$ cat src/rtl/biriscv_div_arbiter.sv
// Shares the single iterative divider between the two issue pipes: round-robin
// grant, one-cycle start pulse, result routing, flush draining and a watchdog.
module biriscv_div_arbiter #(
  parameter int TIMEOUT = 40
) (
  input  logic        clk_i,
  input  logic        rst_i,

  input  logic        req0_valid_i,
  input  logic [31:0] req0_opcode_i,
  input  logic [31:0] req0_ra_operand_i,
  input  logic [31:0] req0_rb_operand_i,
  input  logic [4:0]  req0_rd_idx_i,
  output logic        req0_accept_o,

  input  logic        req1_valid_i,
  input  logic [31:0] req1_opcode_i,
  input  logic [31:0] req1_ra_operand_i,
  input  logic [31:0] req1_rb_operand_i,
  input  logic [4:0]  req1_rd_idx_i,
  output logic        req1_accept_o,

  input  logic        flush_i,

  output logic        div_opcode_valid_o,
  output logic [31:0] div_opcode_opcode_o,
  output logic [31:0] div_ra_operand_o,
  output logic [31:0] div_rb_operand_o,

  input  logic        div_writeback_valid_i,
  input  logic [31:0] div_writeback_value_i,

  output logic        wb_valid_o,
  output logic        wb_port_o,
  output logic [4:0]  wb_rd_idx_o,
  output logic [31:0] wb_value_o,

  output logic        busy_o,
  output logic        error_o
);

  typedef enum logic [1:0] {
    ST_IDLE  = 2'd0,
    ST_ISSUE = 2'd1,
    ST_WAIT  = 2'd2,
    ST_DRAIN = 2'd3
  } state_t;

  localparam logic [7:0] WDOG_LAST = 8'(TIMEOUT - 1);

  state_t      state_q, state_d;
  logic        last_grant_q;
  logic [7:0]  wdog_q;
  logic        error_q;

  logic [31:0] opcode_q, ra_q, rb_q;
  logic [4:0]  rd_q;
  logic        port_q;

  logic        wb_valid_q, wb_port_q;
  logic [4:0]  wb_rd_q;
  logic [31:0] wb_value_q;

  logic        grant0, grant1;
  logic        accept0, accept1;
  logic        in_flight;
  logic        timeout_hit;
  logic        wb_take;

  // Handshake: a request transfers in the cycle reqN_valid_i and reqN_accept_o
  // are both high; accept never depends on anything but IDLE, flush and grant.
  always_comb begin
    grant0 = req0_valid_i & (~req1_valid_i | last_grant_q);
    grant1 = req1_valid_i & (~req0_valid_i | ~last_grant_q);
  end

  assign accept0 = (state_q == ST_IDLE) & ~flush_i & grant0;
  assign accept1 = (state_q == ST_IDLE) & ~flush_i & grant1;

  assign in_flight   = (state_q == ST_WAIT) | (state_q == ST_DRAIN);
  assign timeout_hit = in_flight & (wdog_q == WDOG_LAST) & ~div_writeback_valid_i;
  assign wb_take     = (state_q == ST_WAIT) & div_writeback_valid_i & ~flush_i;

  always_comb begin
    state_d = state_q;
    case (state_q)
      ST_IDLE: begin
        if (accept0 | accept1) state_d = ST_ISSUE;
      end
      ST_ISSUE: begin
        state_d = flush_i ? ST_IDLE : ST_WAIT;
      end
      ST_WAIT: begin
        // A flush cannot stop the divider, so wait out its result in DRAIN.
        if (div_writeback_valid_i)  state_d = ST_IDLE;
        else if (timeout_hit)       state_d = ST_IDLE;
        else if (flush_i)           state_d = ST_DRAIN;
      end
      ST_DRAIN: begin
        if (div_writeback_valid_i | timeout_hit) state_d = ST_IDLE;
      end
      default: state_d = ST_IDLE;
    endcase
  end

  always_ff @(posedge clk_i) begin
    if (rst_i) begin
      state_q      <= ST_IDLE;
      last_grant_q <= 1'b1;
      wdog_q       <= 8'd0;
      error_q      <= 1'b0;
      opcode_q     <= 32'd0;
      ra_q         <= 32'd0;
      rb_q         <= 32'd0;
      rd_q         <= 5'd0;
      port_q       <= 1'b0;
      wb_valid_q   <= 1'b0;
      wb_port_q    <= 1'b0;
      wb_rd_q      <= 5'd0;
      wb_value_q   <= 32'd0;
    end else begin
      state_q <= state_d;

      if (accept0 | accept1) begin
        opcode_q     <= accept1 ? req1_opcode_i     : req0_opcode_i;
        ra_q         <= accept1 ? req1_ra_operand_i : req0_ra_operand_i;
        rb_q         <= accept1 ? req1_rb_operand_i : req0_rb_operand_i;
        rd_q         <= accept1 ? req1_rd_idx_i     : req0_rd_idx_i;
        port_q       <= accept1;
        last_grant_q <= accept1;
      end

      // Clearing in ISSUE means the count starts at zero on the first WAIT cycle.
      if (state_q == ST_ISSUE) wdog_q <= 8'd0;
      else if (in_flight)      wdog_q <= wdog_q + 8'd1;

      if (timeout_hit) error_q <= 1'b1;

      wb_valid_q <= wb_take;
      if (wb_take) begin
        wb_port_q  <= port_q;
        wb_rd_q    <= rd_q;
        wb_value_q <= div_writeback_value_i;
      end
    end
  end

  assign req0_accept_o       = accept0;
  assign req1_accept_o       = accept1;
  assign div_opcode_valid_o  = (state_q == ST_ISSUE) & ~flush_i;
  assign div_opcode_opcode_o = opcode_q;
  assign div_ra_operand_o    = ra_q;
  assign div_rb_operand_o    = rb_q;
  assign wb_valid_o          = wb_valid_q;
  assign wb_port_o           = wb_port_q;
  assign wb_rd_idx_o         = wb_rd_q;
  assign wb_value_o          = wb_value_q;
  assign busy_o              = (state_q != ST_IDLE);
  assign error_o             = error_q;

endmodule

$ cat config.mk
export PLATFORM = sky130hd
export DESIGN_NAME = biriscv_div_arbiter
export DESIGN_NICKNAME = d
export VERILOG_FILES = /design/src/rtl/biriscv_div_arbiter.sv
export SDC_FILE = /design/constraint.sdc
export NUM_CORES = 1
export LEC_CHECK = 0
export BUFFER_PORTS_ARGS = -buffer_cell sky130_fd_sc_hd__buf_4
export CAP_MARGIN = 5
export CORE_AREA = 2 2 146 148
export DETAILED_ROUTE_END_ITERATION = 8
export DIE_AREA = 0 0 148 150
export GPL_ROUTABILITY_DRIVEN = 0
export PLACE_DENSITY = 0.69
export SLEW_MARGIN = 20
export SYNTH_ARGS = -nofsm -noshare
export SYNTH_HDL_FRONTEND = slang
export SYNTH_SLANG_ARGS = --single-unit
$ cat constraint.sdc
create_clock -name clk_i -period 2.12 [get_ports clk_i]
set_input_delay 0.318 -clock clk_i [delete_from_list [all_inputs] [get_ports clk_i]]
set_output_delay 0.318 -clock clk_i [all_outputs]
set_load 0.03 [all_outputs]
# Yosys cells after proc, flatten, opt, wreduce, memory -nomap -nowiden
# Index checks and enable logic that the tools add are counted.
word_totals:
  reg_bits: 153
  input_bits: 240
  word_cells: 56
op_classes:
  eq_ne: 7
  n_reduce_logical: 4
  add_sub_neg: 1
  mux: 11
  bitwise: 20
op_table:
  columns: ["op", "n"]
  rows:
  - ["32-bit two-way mux", 3]
  - ["2-bit two-way mux", 6]
  - ["1-bit bitwise AND", 10]
  - ["8-bit by 1-bit adder with 8-bit output (second input constant)", 1]
  - ["8-bit by 6-bit == test with 1-bit output (second input constant)", 1]
  - ["2-bit one-hot mux with 4 select lines", 1]
  - ["5-bit two-way mux", 1]
  - ["1-bit NOT", 5]
  - ["1-bit bitwise OR", 5]
  - ["2-bit == test (second input constant)", 2]
  - ["2-bit by 1-bit inequality test with 1-bit output (second input constant)", 2]
  - ["4-bit inequality test (second input constant)", 1]
  - ["3-bit AND reduction", 1]
  - ["2-bit by 1-bit == test with 1-bit output (second input constant)", 1]
  - ["2-bit zero test", 1]
  - ["2-bit nonzero test", 1]
  - ["2-bit OR reduction", 1]

# Logic depth before layout (Yosys ltp)
depth:
  depth_word: 7
  depth_mapped: 7
  depth_no_buf: 4

# Worst setup path after synthesis
# OpenSTA, ideal clock, no wires.
synth_path:
  kind: "register -> output"
  from: "register state_q[0]"
  to: "output req0_accept_o"
  arrival_time_ns: 1.881
  path_buffers: 3
  setup_slack_ns: -0.079
  required_ns: 1.802
  path_stages_with_launch: 6
  cell_sequence: "dfxtp_1 -> or3_1 -> buf_2 -> buf_2 -> clkbuf_1 -> nor3_1"
synth_via:
  elab_chain_cells: 3
synth_lines:
  columns: ["item", "line", "rtl"]
  rows:
  - ["from (decl)", "51", "state_t state_q, state_d;"]
  - ["from (signal assigned)", "122", "state_q <= state_d;"]
  - ["2-bit zero test", "77", "assign accept0 = (state_q == ST_IDLE) & ~flush_i & grant0;"]
  - ["1-bit bitwise AND (2 in series)", "77", null]
  - ["to (decl)", "14", "output logic req0_accept_o,"]
# No other way between the ends.

# Worst setup path in the final report
layout_path:
  from: "register state_q[0]"
  to: "output req1_accept_o"
layout_via:
  elab_chain_cells: 3
layout_lines:
  columns: ["item", "line", "rtl"]
  rows:
  - ["2-bit zero test", "78", "assign accept1 = (state_q == ST_IDLE) & ~flush_i & grant1;"]
  - ["1-bit bitwise AND (2 in series)", "78", null]
  - ["to (decl)", "21", "output logic req1_accept_o,"]
# No other way between the ends.

==> results.py <==
metrics = {
    "worst_setup_path": {
        "path_cells": "or3_4 -> or2_4 -> inv_1 -> buf_4",
        "critPathBufInv": 2,
        "critPathRequiredTime_ns": 1.80,
        "cp_max_fo": 7,
        "path_class": "reg -> out",
        "cp_slowest_stage_delay_ns": 0.42,
        "cp_slowest_cell": "or3_4",
        "cp-start-kind": "flop",
        "end_kind": "output port",
        "crit_family": "simple AND/OR/NAND/NOR gates",
        "arrival_ns": 1.72,
    },
    "sta": {
        "setup_viol": 0,
        "finClkSkew_ns": 0.0128,
        "tns_ns": 0,
        "rsz0062_at_grt": "false",
        "worstMarginPinSlew_ns": 0.929,
        "hold_ws_ns": 0.132,
        "fin_ws_ns": 0.0821,
        "drv_slew": 0,
        "period_minus_slack_ns": 2.04,
        "max_slew_margin_pct": 38.1,
        "hold_viol": 0,
        "post-route-period-util_pct": 96.1,
        "fmax_mhz": 491,
    },
    "synthesis": {
        "yosysUniqueCellTypes": 32,
        "yosysTopAreaCell": "dfxtp_1",
        "syn-instance-count": 854,
        "synth-warning-count": 0,
        "ys_seq_elements": 153,
        "avgSynthCellArea_sq_um": 8.42,
        "synth.top_cell.area_share_pct": 42.6,
        "netlist_area_sq_mm": 0.00719,
        "syn_nets": 1095,
        "ys_seq_area_share_pct": 42.6,
        "ys_top_cells_by_area": "dfxtp_1 43%, a311oi_1 12%, o31ai_1 11%, nand4_1 9.0%, nor3_1 7.2%",
    },
    "final_layout": {
        "final_common_cell": "buf_4",
        "design_area_sq_mm": 0.0110,
        "mostFrequentLayoutCells": "392 x buf_4, 151 x dfxtp_1, 104 x nand4_1, 102 x o31ai_1, 102 x nor3_1",
        "antenna_cells": 0,
        "finalNonFillerCells": 1444,
        "syn_to_final_growth_pct": 52.9,
        "final_nets": 1397,
        "drive_above_1_share_pct": 38.9,
    },
    "routing": {
        "dr.pass1.iters": 5,
        "wire_per_inst_um": 19.7,
        "first_iter_violations": 510,
        "drc": 0,
        "ant_nets": 0,
        "via_per_inst": 5.86,
        "vias": 8456,
        "wirelength_um": 28500,
    },
    "floorplan": {
        "design.core.area_sq_mm": 0.0207,
        "start_util_pct": 34.8,
        "die_h_um": 150,
        "die_w_um": 148,
        "dieArea_sq_mm": 0.0222,
        "io_pins": 380,
        "row_count": 53,
    },
    "global_routing": {
        "antenna_found_initial": 0,
        "grt-ovfl-total": 0,
        "grt_max_degree": 102,
        "grt_pass1_wl_um": 43500,
        "grt_usage_pct": 24.3,
        "grt_pass1_vias": 8158,
    },
    "cts": {
        "root_buffer": "clkbuf_16",
        "cts_buffers": 17,
        "clk_path_buf_depth": 2,
        "clock-sinks": 153,
        "holdBufCountCts": 0,
        "cts_tree": "done",
        "clkTransAtPathRegs_ns": 0.07,
        "clk_latency_ns": 0.43,
        "cts_max_level": 4,
    },
    "run_status": {
        "status": "complete, no violations",
    },
    "place": {
        "dp_cells": 1410,
        "dpl_cell_area_sq_mm": 0.0103,
        "hpwl_um": 18500,
        "port_buffers": 379,
        "dp_slack_ns": 0.152,
    },
    "power_and_ir_drop": {
        "leakage_uw": 0.00435,
        "ir_drop_mv": 0.485,
        "powerDensity_mw_per_mm2": 759,
    },
    "min_path": {
        "hold_path_class": "in -> reg",
    },
    "run": {
        "drv_cap": 0,
    },
}
==> repair_timing <==
action	in CTS	in global routing
buffers inserted	0	1
pin swaps	0	1
endpoints found under the setup margin	1	1
endpoints found under the hold margin	0	0
gates resized for setup	3	3
cloned	0	1
==> synth_stat cells (all sizes together) <==
| cell type | count |
|---|---|
| or2 | 2 |
| xor2 | 3 |
| nor2b | 1 |
| o21ai | 5 |
| buf | 19 |
| nand2 | 80 |
| a21oi | 42 |
| mux2i | 1 |
| clkbuf | 107 |
| or3 | 4 |
| nand3 | 3 |
| a22o | 1 |
| xnor2 | 1 |
| ha | 1 |
| o32ai | 1 |
| nand2b | 2 |
| dfxtp | 153 |
| nor3 | 104 |
| o2bb2ai | 1 |
| inv | 3 |
| nand4 | 104 |
| nor2 | 9 |
| o31ai | 102 |
| nand4bb | 1 |
| a21bo | 1 |
| or4b | 1 |
| a311oi | 101 |
| nor4bb | 1 |
==> per-layer routing <==
metal	wire, um	GRT usage, %	vias up
met4	858	9.52	0
met2	13900	40.9	396
li1	-	-	3973
met1	11300	30.2	4033
met5	0	0	-
met3	2380	5.73	54
==> cell type report <==
cell class,count,area (sq um)
fill,1990,9690
multi-input combinational,572,3650
tap,275,344
inverter,3,12.5
timing repair buffer,409,3290
clock inverter,14,200
sequential,153,3070
clock buffer,18,439
==> registers in the layout, indices dropped and copies added, names as in the netlist, 2 cells and up <==
signal	flops
div_ra_operand_o	32
rd_q	5
wb_rd_idx_o	5
state_q	2
wdog_q	8
div_opcode_opcode_o	32
wb_value_o	32
div_rb_operand_o	32
==> metrics by stage <==
step / total power, uW / utilization [%]
3_5_place_dp: 5030 / 49.8
2_1_floorplan: 4160 / -
6_report: 8350 / 53.2
3_3_place_gp: 5030 / 49.8
4_1_cts: 8400 / 52.9
5_1_grt: 8670 / 53.2
==> worst min-delay path, cell delays in order <==
cell	delay (ns)
buf_4	0.11
nand2_1	0.04
a21oi_1	0.05
==> kinds of logic (layout without fill, tap and decap cells) <==
logic type	after synthesis	count (layout)	share of synthesized area, %
compound gates	254	254	26.7
simple gates	312	312	22.3
mux	1	1	0.139
buf+inv	129	444	7.57
fa+ha+maj	1	1	0.174
flops	153	153	42.6
xor+xnor	4	4	0.487
==> power breakdown <==
| group | switching, uW | internal [uW] | leakage, uW |
|---|---|---|---|
| Combinational | 1060 | 775 | 0.00279 |
| Clock | 1420 | 1940 | 0.000311 |
| Sequential | 105 | 3050 | 0.00125 |
==> final timing paths <==
check	from	to	slack, ns	depth (start not counted)
min	div_writeback_value_i[29]	wb_value_o[29]	0.13	3
max	state_q[0]	req1_accept_o	0.08	4
min reg2reg	wb_value_o[2]	wb_value_o[2]	0.45	2
max reg2reg	state_q[1]	div_rb_operand_o[1]	0.15	4
Power figures use the tool's default switching activity.
